<file path="src/rtl/uart_echo_system.sv">
// UART 8N1 echo: every byte received on rx_i is retransmitted unchanged on tx_o
// through a one-entry, newest-wins holding register.
module uart_echo_system #(
  parameter int clk_per_bit_p = 10416
) (
  input  logic sys_clk_i,
  input  logic reset_n_i,
  input  logic rx_i,
  output logic tx_o
);

  localparam int CW = (clk_per_bit_p > 1) ? $clog2(clk_per_bit_p) : 1;
  localparam logic [CW-1:0] BIT_LAST_C  = CW'(clk_per_bit_p - 1);
  localparam logic [CW-1:0] HALF_LAST_C = CW'(clk_per_bit_p / 2 - 1);
  localparam logic [CW-1:0] CNT_ONE_C   = CW'(1);
  localparam logic [CW-1:0] CNT_ZERO_C  = {CW{1'b0}};

  typedef enum logic [1:0] {
    RX_IDLE  = 2'd0,
    RX_START = 2'd1,
    RX_DATA  = 2'd2,
    RX_STOP  = 2'd3
  } rx_state_t;

  typedef enum logic [1:0] {
    TX_IDLE  = 2'd0,
    TX_START = 2'd1,
    TX_DATA  = 2'd2,
    TX_STOP  = 2'd3
  } tx_state_t;

  logic          rx_sync1_r, rx_sync2_r, rx_high_r;
  logic [1:0]    rx_fill_r;
  rx_state_t     rx_state_r;
  logic [CW-1:0] rx_cnt_r;
  logic [2:0]    rx_bit_r;
  logic [7:0]    rx_shift_r, rx_byte_r;
  logic          rx_valid_r;
  logic [7:0]    hold_data_r;
  logic          hold_full_r;
  tx_state_t     tx_state_r;
  logic [CW-1:0] tx_cnt_r;
  logic [2:0]    tx_bit_r;
  logic [7:0]    tx_shift_r;
  logic          tx_r;
  logic          tx_take_s;

  assign tx_take_s = (tx_state_r == TX_IDLE) && hold_full_r;
  assign tx_o      = tx_r;

  // Synchronizer; rx_high_r only trusts the chain once real line data has filled it.
  always_ff @(posedge sys_clk_i or negedge reset_n_i) begin
    if (!reset_n_i) begin
      rx_sync1_r <= 1'b1;
      rx_sync2_r <= 1'b1;
      rx_fill_r  <= 2'b00;
      rx_high_r  <= 1'b0;
    end else begin
      rx_sync1_r <= rx_i;
      rx_sync2_r <= rx_sync1_r;
      rx_fill_r  <= {rx_fill_r[0], 1'b1};
      rx_high_r  <= rx_fill_r[1] & rx_sync2_r;
    end
  end

  // Receiver FSM: mid-bit sampling referenced to the start-bit midpoint.
  always_ff @(posedge sys_clk_i or negedge reset_n_i) begin
    if (!reset_n_i) begin
      rx_state_r <= RX_IDLE;
      rx_cnt_r   <= CNT_ZERO_C;
      rx_bit_r   <= 3'd0;
      rx_shift_r <= 8'h00;
      rx_byte_r  <= 8'h00;
      rx_valid_r <= 1'b0;
    end else begin
      rx_valid_r <= 1'b0;
      case (rx_state_r)
        RX_IDLE: begin
          rx_cnt_r <= CNT_ZERO_C;
          rx_bit_r <= 3'd0;
          if (rx_high_r && !rx_sync2_r) begin
            rx_state_r <= RX_START;
          end else begin
            rx_state_r <= RX_IDLE;
          end
        end
        RX_START: begin
          if (rx_cnt_r == HALF_LAST_C) begin
            rx_cnt_r   <= CNT_ZERO_C;
            rx_state_r <= rx_sync2_r ? RX_IDLE : RX_DATA;
          end else begin
            rx_cnt_r <= rx_cnt_r + CNT_ONE_C;
          end
        end
        RX_DATA: begin
          if (rx_cnt_r == BIT_LAST_C) begin
            rx_cnt_r   <= CNT_ZERO_C;
            rx_shift_r <= {rx_sync2_r, rx_shift_r[7:1]};
            if (rx_bit_r == 3'd7) begin
              rx_state_r <= RX_STOP;
            end else begin
              rx_bit_r <= rx_bit_r + 3'd1;
            end
          end else begin
            rx_cnt_r <= rx_cnt_r + CNT_ONE_C;
          end
        end
        RX_STOP: begin
          if (rx_cnt_r == BIT_LAST_C) begin
            rx_cnt_r   <= CNT_ZERO_C;
            rx_state_r <= RX_IDLE;
            if (rx_sync2_r) begin
              rx_byte_r  <= rx_shift_r;
              rx_valid_r <= 1'b1;
            end
          end else begin
            rx_cnt_r <= rx_cnt_r + CNT_ONE_C;
          end
        end
        default: begin
          rx_state_r <= RX_IDLE;
          rx_cnt_r   <= CNT_ZERO_C;
        end
      endcase
    end
  end

  // Holding register: a new byte takes priority over the transmitter emptying it.
  always_ff @(posedge sys_clk_i or negedge reset_n_i) begin
    if (!reset_n_i) begin
      hold_data_r <= 8'h00;
      hold_full_r <= 1'b0;
    end else if (rx_valid_r) begin
      hold_data_r <= rx_byte_r;
      hold_full_r <= 1'b1;
    end else if (tx_take_s) begin
      hold_full_r <= 1'b0;
    end
  end

  // Transmitter FSM; tx_r is the registered line driver.
  always_ff @(posedge sys_clk_i or negedge reset_n_i) begin
    if (!reset_n_i) begin
      tx_state_r <= TX_IDLE;
      tx_cnt_r   <= CNT_ZERO_C;
      tx_bit_r   <= 3'd0;
      tx_shift_r <= 8'h00;
      tx_r       <= 1'b1;
    end else begin
      case (tx_state_r)
        TX_IDLE: begin
          tx_cnt_r <= CNT_ZERO_C;
          tx_bit_r <= 3'd0;
          if (tx_take_s) begin
            tx_state_r <= TX_START;
            tx_shift_r <= hold_data_r;
            tx_r       <= 1'b0;
          end else begin
            tx_state_r <= TX_IDLE;
            tx_r       <= 1'b1;
          end
        end
        TX_START: begin
          if (tx_cnt_r == BIT_LAST_C) begin
            tx_cnt_r   <= CNT_ZERO_C;
            tx_r       <= tx_shift_r[0];
            tx_shift_r <= {1'b0, tx_shift_r[7:1]};
            tx_state_r <= TX_DATA;
          end else begin
            tx_cnt_r <= tx_cnt_r + CNT_ONE_C;
          end
        end
        TX_DATA: begin
          if (tx_cnt_r == BIT_LAST_C) begin
            tx_cnt_r <= CNT_ZERO_C;
            if (tx_bit_r == 3'd7) begin
              tx_state_r <= TX_STOP;
              tx_r       <= 1'b1;
            end else begin
              tx_bit_r   <= tx_bit_r + 3'd1;
              tx_r       <= tx_shift_r[0];
              tx_shift_r <= {1'b0, tx_shift_r[7:1]};
            end
          end else begin
            tx_cnt_r <= tx_cnt_r + CNT_ONE_C;
          end
        end
        TX_STOP: begin
          if (tx_cnt_r == BIT_LAST_C) begin
            tx_cnt_r   <= CNT_ZERO_C;
            tx_state_r <= TX_IDLE;
          end else begin
            tx_cnt_r <= tx_cnt_r + CNT_ONE_C;
          end
          tx_r <= 1'b1;
        end
        default: begin
          tx_state_r <= TX_IDLE;
          tx_cnt_r   <= CNT_ZERO_C;
          tx_r       <= 1'b1;
        end
      endcase
    end
  end

endmodule

</file>
<file path="config.mk">
export PLATFORM = sky130hd
export DESIGN_NAME = uart_echo_system
export DESIGN_NICKNAME = d
export VERILOG_FILES = /design/src/rtl/uart_echo_system.sv
export SDC_FILE = /design/constraint.sdc
export NUM_CORES = 1
export LEC_CHECK = 0
export CAP_MARGIN = 10
export CORE_ASPECT_RATIO = 1.2
export CORE_MARGIN = 4
export CORE_UTILIZATION = 54
export DETAILED_ROUTE_END_ITERATION = 16
export PLACE_DENSITY = 0.72
export SYNTH_ARGS = -nofsm -noshare
export SYNTH_HDL_FRONTEND = slang
export SYNTH_SLANG_ARGS = --single-unit
</file>
<file path="constraint.sdc">
create_clock -name sys_clk_i -period 2.07 [get_ports sys_clk_i]
set_input_delay 0.207 -clock sys_clk_i [delete_from_list [all_inputs] [get_ports sys_clk_i]]
set_output_delay 0.207 -clock sys_clk_i [all_outputs]
set_load 0.02 [all_outputs]
</file>
Yosys cells after proc, flatten, opt, wreduce, memory -nomap -nowiden
Cells that the tools add are included.

cells by class
  bitwise gates (word level) = 1
  add/sub/neg operators = 4
  equal/unequal tests = 22
  reduce and logical (&&, ||, !) cells = 19
  muxes and demuxes = 39

operators with widths
  operator                                                            number
  14-bit 2-to-1 mux                                                   3
  14-bit one-hot mux with 3 select lines                              1
  8-bit 2-to-1 mux                                                    4
  14-bit by 1-bit adder with 14-bit output (second input constant)    2
  14-bit == test (second input constant)                              2
  14-bit one-hot mux with 2 select lines                              1
  8-bit one-hot mux with 3 select lines                               1
  2-bit inequality test (second input constant)                       11
  2-bit 2-to-1 mux                                                    9
  2-bit one-hot mux with 4 select lines                               2
  14-bit by 13-bit == test with 1-bit output (second input constant)  1
  3-bit 2-to-1 mux                                                    4
  3-bit one-hot mux with 2 select lines                               2
  1-bit 2-to-1 mux                                                    11
  3-bit AND reduction                                                 3
  2-bit == test (second input constant)                               4
  4-bit AND reduction                                                 2
  3-bit by 1-bit adder with 3-bit output (second input constant)      2
  3-bit == test (second input constant)                               2
  2-bit nonzero test                                                  3
  5-bit AND reduction                                                 1
  2-bit by 1-bit == test with 1-bit output (second input constant)    2
  2-bit logical NOT                                                   2
  1-bit one-hot mux with 4 select lines                               1
  other kinds (7)                                                     9

word-level totals
  input bits = 3
  register bits = 78

Depth between registers and ports, before layout
Gate-level depths: netlist of run 1.

  depth in word-level cells = 4
  depth in mapped cells = 7
  gate-level depth less buffers = 6

Worst setup path before layout of run 1
OpenSTA, ideal clock, no wires.

  path kind = flip-flop to flip-flop
  start = reg rx_cnt_r[3]
  end = reg rx_cnt_r[11]
  data required time = 1949 ps
  period minus slack after synthesis = 2050 ps
  setup slack = 20 ps
  path buffers = 1
  stages on the path, launching flop included = 6
  arrival time = 1929 ps
  path through = dfrtp_1 or4_1 or4_4 a2bb2oi_2 buf_2 nor2_1

between the ends
  longest elaborated chain between the ends = 3
  elaborated cells on any way between the ends = 6

RTL lines
  item                                                              RTL line      RTL
  start, declared                                                   35            logic [CW-1:0] rx_cnt_r;
  start signal, assigned                                            92            rx_cnt_r <= rx_cnt_r + CNT_ONE_C;
  start signal, assigned                                            105           rx_cnt_r <= rx_cnt_r + CNT_ONE_C;
  start signal, assigned                                            117           rx_cnt_r <= rx_cnt_r + CNT_ONE_C;
  14-bit by 1-bit adder with 14-bit output (tied with other cells)  92, 105, 117
  14-bit 2-to-1 mux, on equally long branches                       96, 109, 88
  14-bit one-hot mux with 3 select lines (*)                        77            case (rx_state_r)

Every way passes the cells marked *; elsewhere a longest branch is shown, timed or not.
A chain may end at the register's enable or synchronous reset.

Worst setup path after layout of run 1
  start = reg rx_cnt_r[4]
  end = reg rx_shift_r[2]

between the ends
  longest elaborated chain between the ends = 2

RTL lines
  item                                  RTL line  RTL
  14-bit == test                        96        if (rx_cnt_r == BIT_LAST_C) begin
  2-bit AND reduction (no source line)  n/a
  end signal, assigned                  98        rx_shift_r <= {rx_sync2_r, rx_shift_r[7:1]};
  end, declared                         37        logic [7:0] rx_shift_r, rx_byte_r;

Every way passes these cells.

==> results.cfg, run 1 <==
[clock_network]
clk_pin_slew_ns = 0.07
cts_sinks = 78
cts_inserted_buffers = 9
cts_tree = yes
cts_htree_levels = 3
clk_latency_ns = 0.34
cts_root_buf = clkbuf_8
max-clock-path-buffers = 2

[layout]
num-fill-cells = 534
final_cell_mix = dfrtp_1 (75), mux2_2 (41), nor2_1 (32)
nNetsFinal = 361
drive_gt1_frac = 0.257
final_common_cell = dfrtp_1
n_antenna_cell = 0
final_cell_area_um2 = 4140
syn2layout_area_growth_pct = 12.2
fin_cells = 435

[timing]
timing.final.hold_violations = 0
rsz0062_at_grt = yes
finalHoldWorstSlack_ns = 0.279
setup_viol = 0
period_needed_ns = 2.05
clock_skew_ns = 0.00901
period_share = 0.990
fmax_ghz = 0.488
slew_violations = 0

[power_and_ir_drop]
power_leakage_nw = 1.95
finalPower_mw = 2.81
ir_worst_vdd_mv = 0.586
p_per_area_nw_per_um2 = 679

[routing]
vias = 2388
viasPerCell = 5.49
wl_per_cell_um = 14.0
wl_mm = 6.08
first_pass_iters = 4
ant_nets = 0
dr.first_iter.drc_count = 147
drc = 0

[yosys]
synth_top_cell_area_share = 0.509
yosys_warnings = 0
netlist_area_um2 = 3690
synth_top_area_cell = dfrtp_1
syn_area_per_cell_um2 = 11.5
synthesis.nets = 334
synthCells = 320
synth-async-reset-ratio = 1.00
ys_seq_area_frac = 0.530
ys_seq_elements = 78
synthTopCellsByArea = dfrtp_1 (51%), mux2_2 (13%), xnor2_1 (3.8%)
synthFlopType = dfrtp_1
synth_edf_count = 0
synth_cell_types = 47

[global_route]
antenna_found_initial = 0
grt_max_degree = 32
overflow = 0
grt_pass1_vias = 2427
grt_pass1_wl_mm = 11.2
track_usage = 0.166

[floorplan]
die_w_um = 83.5
die-area_um2 = 8220
row_count = 32
io_pins = 4
start_util = 0.565
fp.dieH_um = 98.6
core_um2 = 6530

[critical_path]
slowest_stage = or4b_4
cp-end-kind = register
cp.required_ns = 2.29
r2r_slack_ns = 0.02
crit_arrival_ns = 2.27
path_cells = or4b_4, nor4_4, nand3b_2, mux2_2
critPathKind = reg -> reg
critPathLaunchType = register
crit_fanout = 8
slowest_delay_ns = 0.57

[placement]
dp_cells = 419
gp_congestion = 0.840
place_area_um2 = 3960
placement.io_buffers = 3
dp_hpwl_mm = 4.32

[worst_hold_path]
hold_path_class = in -> reg

[job]
cap_violations = 0

[run_status]
status = complete, no violations
[worst paths after layout]
| check | from | endpoint | cells after the start |
|---|---|---|---|
| max | rx_cnt_r[4] | rx_shift_r[2] | 4 |
| min | rx_i | rx_sync1_r | 1 |
| max reg2reg | rx_cnt_r[4] | rx_shift_r[2] | 4 |
| min reg2reg | rx_fill_r[0] | rx_fill_r[1] | 0 |
| max in group asynchronous | reset_n_i | rx_sync2_r | 3 |
| min in group asynchronous | reset_n_i | tx_cnt_r[11] | 2 |
[registers in the layout, indices dropped and copies added, names as in the netlist, 3 cells and up, named ones only]
register,flops
hold_data_r,8
rx_bit_r,3
rx_byte_r,8
rx_cnt_r,14
rx_shift_r,8
tx_bit_r,3
tx_cnt_r,14
tx_shift_r,8
[cell type report]
class / instances / area, um2 / share of cell area
timing repair buffer: 26 / 215 / 0.0520
tap: 85 / 106 / 0.0257
clock buffer: 12 / 145 / 0.0351
inverter: 10 / 37.5 / 0.00907
clock inverter: 2 / 10.0 / 0.00242
multi-input combinational: 222 / 1670 / 0.403
sequential: 78 / 1960 / 0.472
[through the flow]
step	util	setup WS, ns	TNS, ns
after floorplan	-	0.0200	0
after global placement	0.606	0.0646	0
after detailed placement	0.606	0.0254	0
after CTS	0.631	0.00544	0
after global routing	0.634	-0.0675	-1.10
final	0.634	0.0204	0
[where the power goes]
part	internal (mW)	total [mW]	switching [mW]
Sequential	1.58	1.62	0.0490
Combinational	0.115	0.239	0.123
Clock	0.452	0.949	0.497
Total	2.14	2.81	0.670
[synthesized netlist by cell type (6+ instances only)]
master    number
clkbuf_1       8
mux2_2        41
ha_1          11
nand3_1       16
inv_1         10
nor2_1        32
nand4_1        9
nor3_1         6
xnor2_1       16
xor2_1         7
dfrtp_1       75
nand2_1       20
[what timing repair did]
| item | 4_1_cts | 5_1_grt |
|---|---|---|
| buffers inserted | 0 | 1 |
| setup endpoints to repair | 0 | 20 |
| resized for setup | 0 | 2 |
| hold buffers | 1 | 0 |
| endpoints found under the hold margin | 28 | 0 |
[worst max-delay path: cells and delay by family (launching register included)]
| kind | cells | cell delay, ns |
|---|---|---|
| AND/OR/NAND/NOR | 3 | 1.18 |
| flip-flops | 1 | 0.41 |
| multiplexers | 1 | 0.33 |
[kinds of logic (layout without fill, tap and decap cells)]
group,count (synthesis),in the layout,share of synthesized area
xor gates and xnor gates,23,23,0.0546
other,1,1,0.00102
muxes,43,43,0.131
and+or+nand+nor,126,126,0.191
buffers and inverters,20,50,0.0207
DFF,78,78,0.530
adders and majority gates,11,11,0.0373
AOI/OAI and AO/OA,18,18,0.0349
[layer usage]
layer / vias up / track usage / share of wire
met1: 1179 / 0.208 / 0.45
met4: 0 / 0.0594 / 0.018
li1: 1180 / - / -
met3: 11 / 0.0435 / 0.023
met2: 18 / 0.278 / 0.51
met5: - / 0 / 0
Power figures use the tool's default switching activity.
==> run 2: changes to the inputs <==
--- a/config.mk
+++ b/config.mk
@@ -5,6 +5,7 @@
 export SDC_FILE = /design/constraint.sdc
 export NUM_CORES = 1
 export LEC_CHECK = 0
+export ABC_CLOCK_PERIOD_IN_PS = 2070
 export CAP_MARGIN = 10
 export CORE_ASPECT_RATIO = 1.2
 export CORE_MARGIN = 4
==> results of run 2 <==
Same layout as run 1: the final DEF is identical, and so are final timing and power.
==> run 3: changes to the inputs <==
--- a/config.mk
+++ b/config.mk
@@ -11,7 +11,8 @@
 export CORE_MARGIN = 4
 export CORE_UTILIZATION = 54
 export DETAILED_ROUTE_END_ITERATION = 16
-export PLACE_DENSITY = 0.72
+export PLACE_DENSITY = 0.7
+export SETUP_SLACK_MARGIN = 0.15
 export SYNTH_ARGS = -nofsm -noshare
 export SYNTH_HDL_FRONTEND = slang
 export SYNTH_SLANG_ARGS = --single-unit
==> run 3 against run 2 <==
Worst setup slack worse by 0.0080 ns. Via count rose by 3.1%. Cell count increased by 3.7%. Die area did not move. Critical path depth unchanged. Design area increased by 6.4%. Fmax down 0.39%. Sequential cell count is the same. Count of clock-buffer cells in the layout down 2. Routed wire length is 11% higher. Register-to-register slack about the same. Largest cell class unchanged. Largest power group unchanged.
==> results.cfg, run 3 (synthesis gave the netlist of run 1 again) <==
[run_status]
status = complete, no violations

[clock_network]
cts_inserted_buffers = 9
cts_htree_levels = 3
clk_latency_ns = 0.35
max-clock-path-buffers = 2
clk_pin_slew_ns = 0.08
cts_root_buf = clkbuf_8
cts_sinks = 78
cts_tree = yes

[power_and_ir_drop]
p_comb_frac = 0.091
p_seq_frac = 0.540
p_int_mw = 2.27
swShare = 0.246
p_per_area_nw_per_um2 = 683
power_leakage_nw = 2.08
ir_worst_vdd_mv = 0.635
switching_power_mw = 0.741
clockPowerShare = 0.369

[critical_path]
critPathKind = reg -> reg
slowest_delay_ns = 0.58
crit_fanout = 3
r2r_slack_ns = 0.01
crit_arrival_ns = 2.33
rr_startpoint = rx_cnt_r[7]
cp-end-kind = register
critPathLaunchType = register
cp.required_ns = 2.34
path_cells = or4_1, or4_4, or3b_1, a21oi_1
slowest_stage = or4_4
startpoint = rx_cnt_r[7]

[layout]
syn2layout_area_growth_pct = 19.4
n_antenna_cell = 0
drive_gt1_frac = 0.311
final_common_cell = dfrtp_1
final_cell_mix = dfrtp_1 (75), buf_4 (33), nor2_1 (31)
finish.utilization = 0.675
nNetsFinal = 375
final_cell_area_um2 = 4410
fin_cells = 451
top_regs = rx_cnt_r: 14 flops, tx_cnt_r: 14 flops

[timing]
setup_viol = 0
fmax_ghz = 0.486
period_share = 0.994
period_needed_ns = 2.06
setup_slack_ns = 0.0124
clock_skew_ns = 0.0139
rsz0062_at_grt = yes
timing.final.hold_violations = 0
slew_violations = 0

[routing]
wl_per_cell_um = 14.9
dr.first_iter.drc_count = 121
wl_mm = 6.73
first_pass_iters = 4
viasPerCell = 5.46
drc = 0
vias = 2462
ant_nets = 0

[global_route]
grt_max_degree = 36
overflow = 0
antenna_found_initial = 0
track_usage = 0.178
grt_pass1_wl_mm = 11.8
grt_pass1_vias = 2625

[job]
cap_violations = 0

[placement]
placement.io_buffers = 3
dp_worst_setup_slack_ns = 0.0339
place_area_um2 = 4010
dp_hpwl_mm = 4.61
dp_cells = 424
gp_congestion = 0.867

[worst_hold_path]
hp-start = rx_i
hold_path_class = in -> reg

[floorplan]
start_util = 0.565
io_pins = 4
fp.dieH_um = 98.6
core_um2 = 6530
die_w_um = 83.5
die-area_um2 = 8220
row_count = 32
run 3: cell types whose count changed in the layout (fill, tap and decap cells not counted), sizes merged:
cell,previous run,this run
clkinvlp,0,3
bufinv,0,1
clkbuf,12,10
buf,23,37
run 3: worst max-delay path: cells and delay by family, from the launching register on:
family | cells | cell delay (ns)
AND/OR/NAND/NOR | 3 | 1.47
flip-flops | 1 | 0.38
AO/OA/AOI/OAI | 1 | 0.14
run 3: path summary, 6_finish.rpt:
kind / to / cells after the start
min reg2reg: rx_fill_r[1] / 0
max in group asynchronous: tx_o / 3
min: rx_sync1_r / 1
max: register / 4
min in group asynchronous: tx_cnt_r[12] / 2
max reg2reg: register / 4
run 3: metrics by stage:
step           power, mW  hold slack, ns  TNS, ns
2_1_floorplan       1.77         -0.0886        0
3_3_place_gp        1.89           0.139        0
3_5_place_dp        1.89           0.149        0
4_1_cts             3.03           0.247        0
5_1_grt             3.16           0.249  -0.0618
6_report            3.01           0.262        0
run 3: power by group through the flow:
stage          clock (mW)  sequential, mW  combinational, mW
3_3_place_gp            0            1.65              0.242
5_1_grt              1.22            1.63              0.312
4_1_cts              1.14            1.62              0.273
6_report             1.11            1.62              0.275
3_5_place_dp            0            1.65              0.242
2_1_floorplan           0            1.65              0.126
run 3: per-layer routing:
metal / vias to the layer above / share of wire / GRT usage
met3: 16 / 0.021 / 0.0385
met2: 22 / 0.50 / 0.312
li1: 1207 / - / -
met4: 0 / 0.032 / 0.0903
met1: 1217 / 0.45 / 0.205
met5: - / 0 / 0
run 3: repair_timing:
item / in CTS / in global routing
endpoints found under the setup margin: 42 / 58
hold endpoints to repair: 22 / 0
gates resized for setup: 10 / 15
hold buffers: 1 / 0
pin swaps: 8 / 4
buffers inserted: 5 / 5
run 3: cell type report:
type                    count  area (um2)
fillers                   482        2120
inverters                  10        37.5
repair buffers             40         340
multi-input cells         222        1780
clock inverters             6        62.6
well taps                  85         106
clock buffers              10         128
flip-flops and latches     78        1960
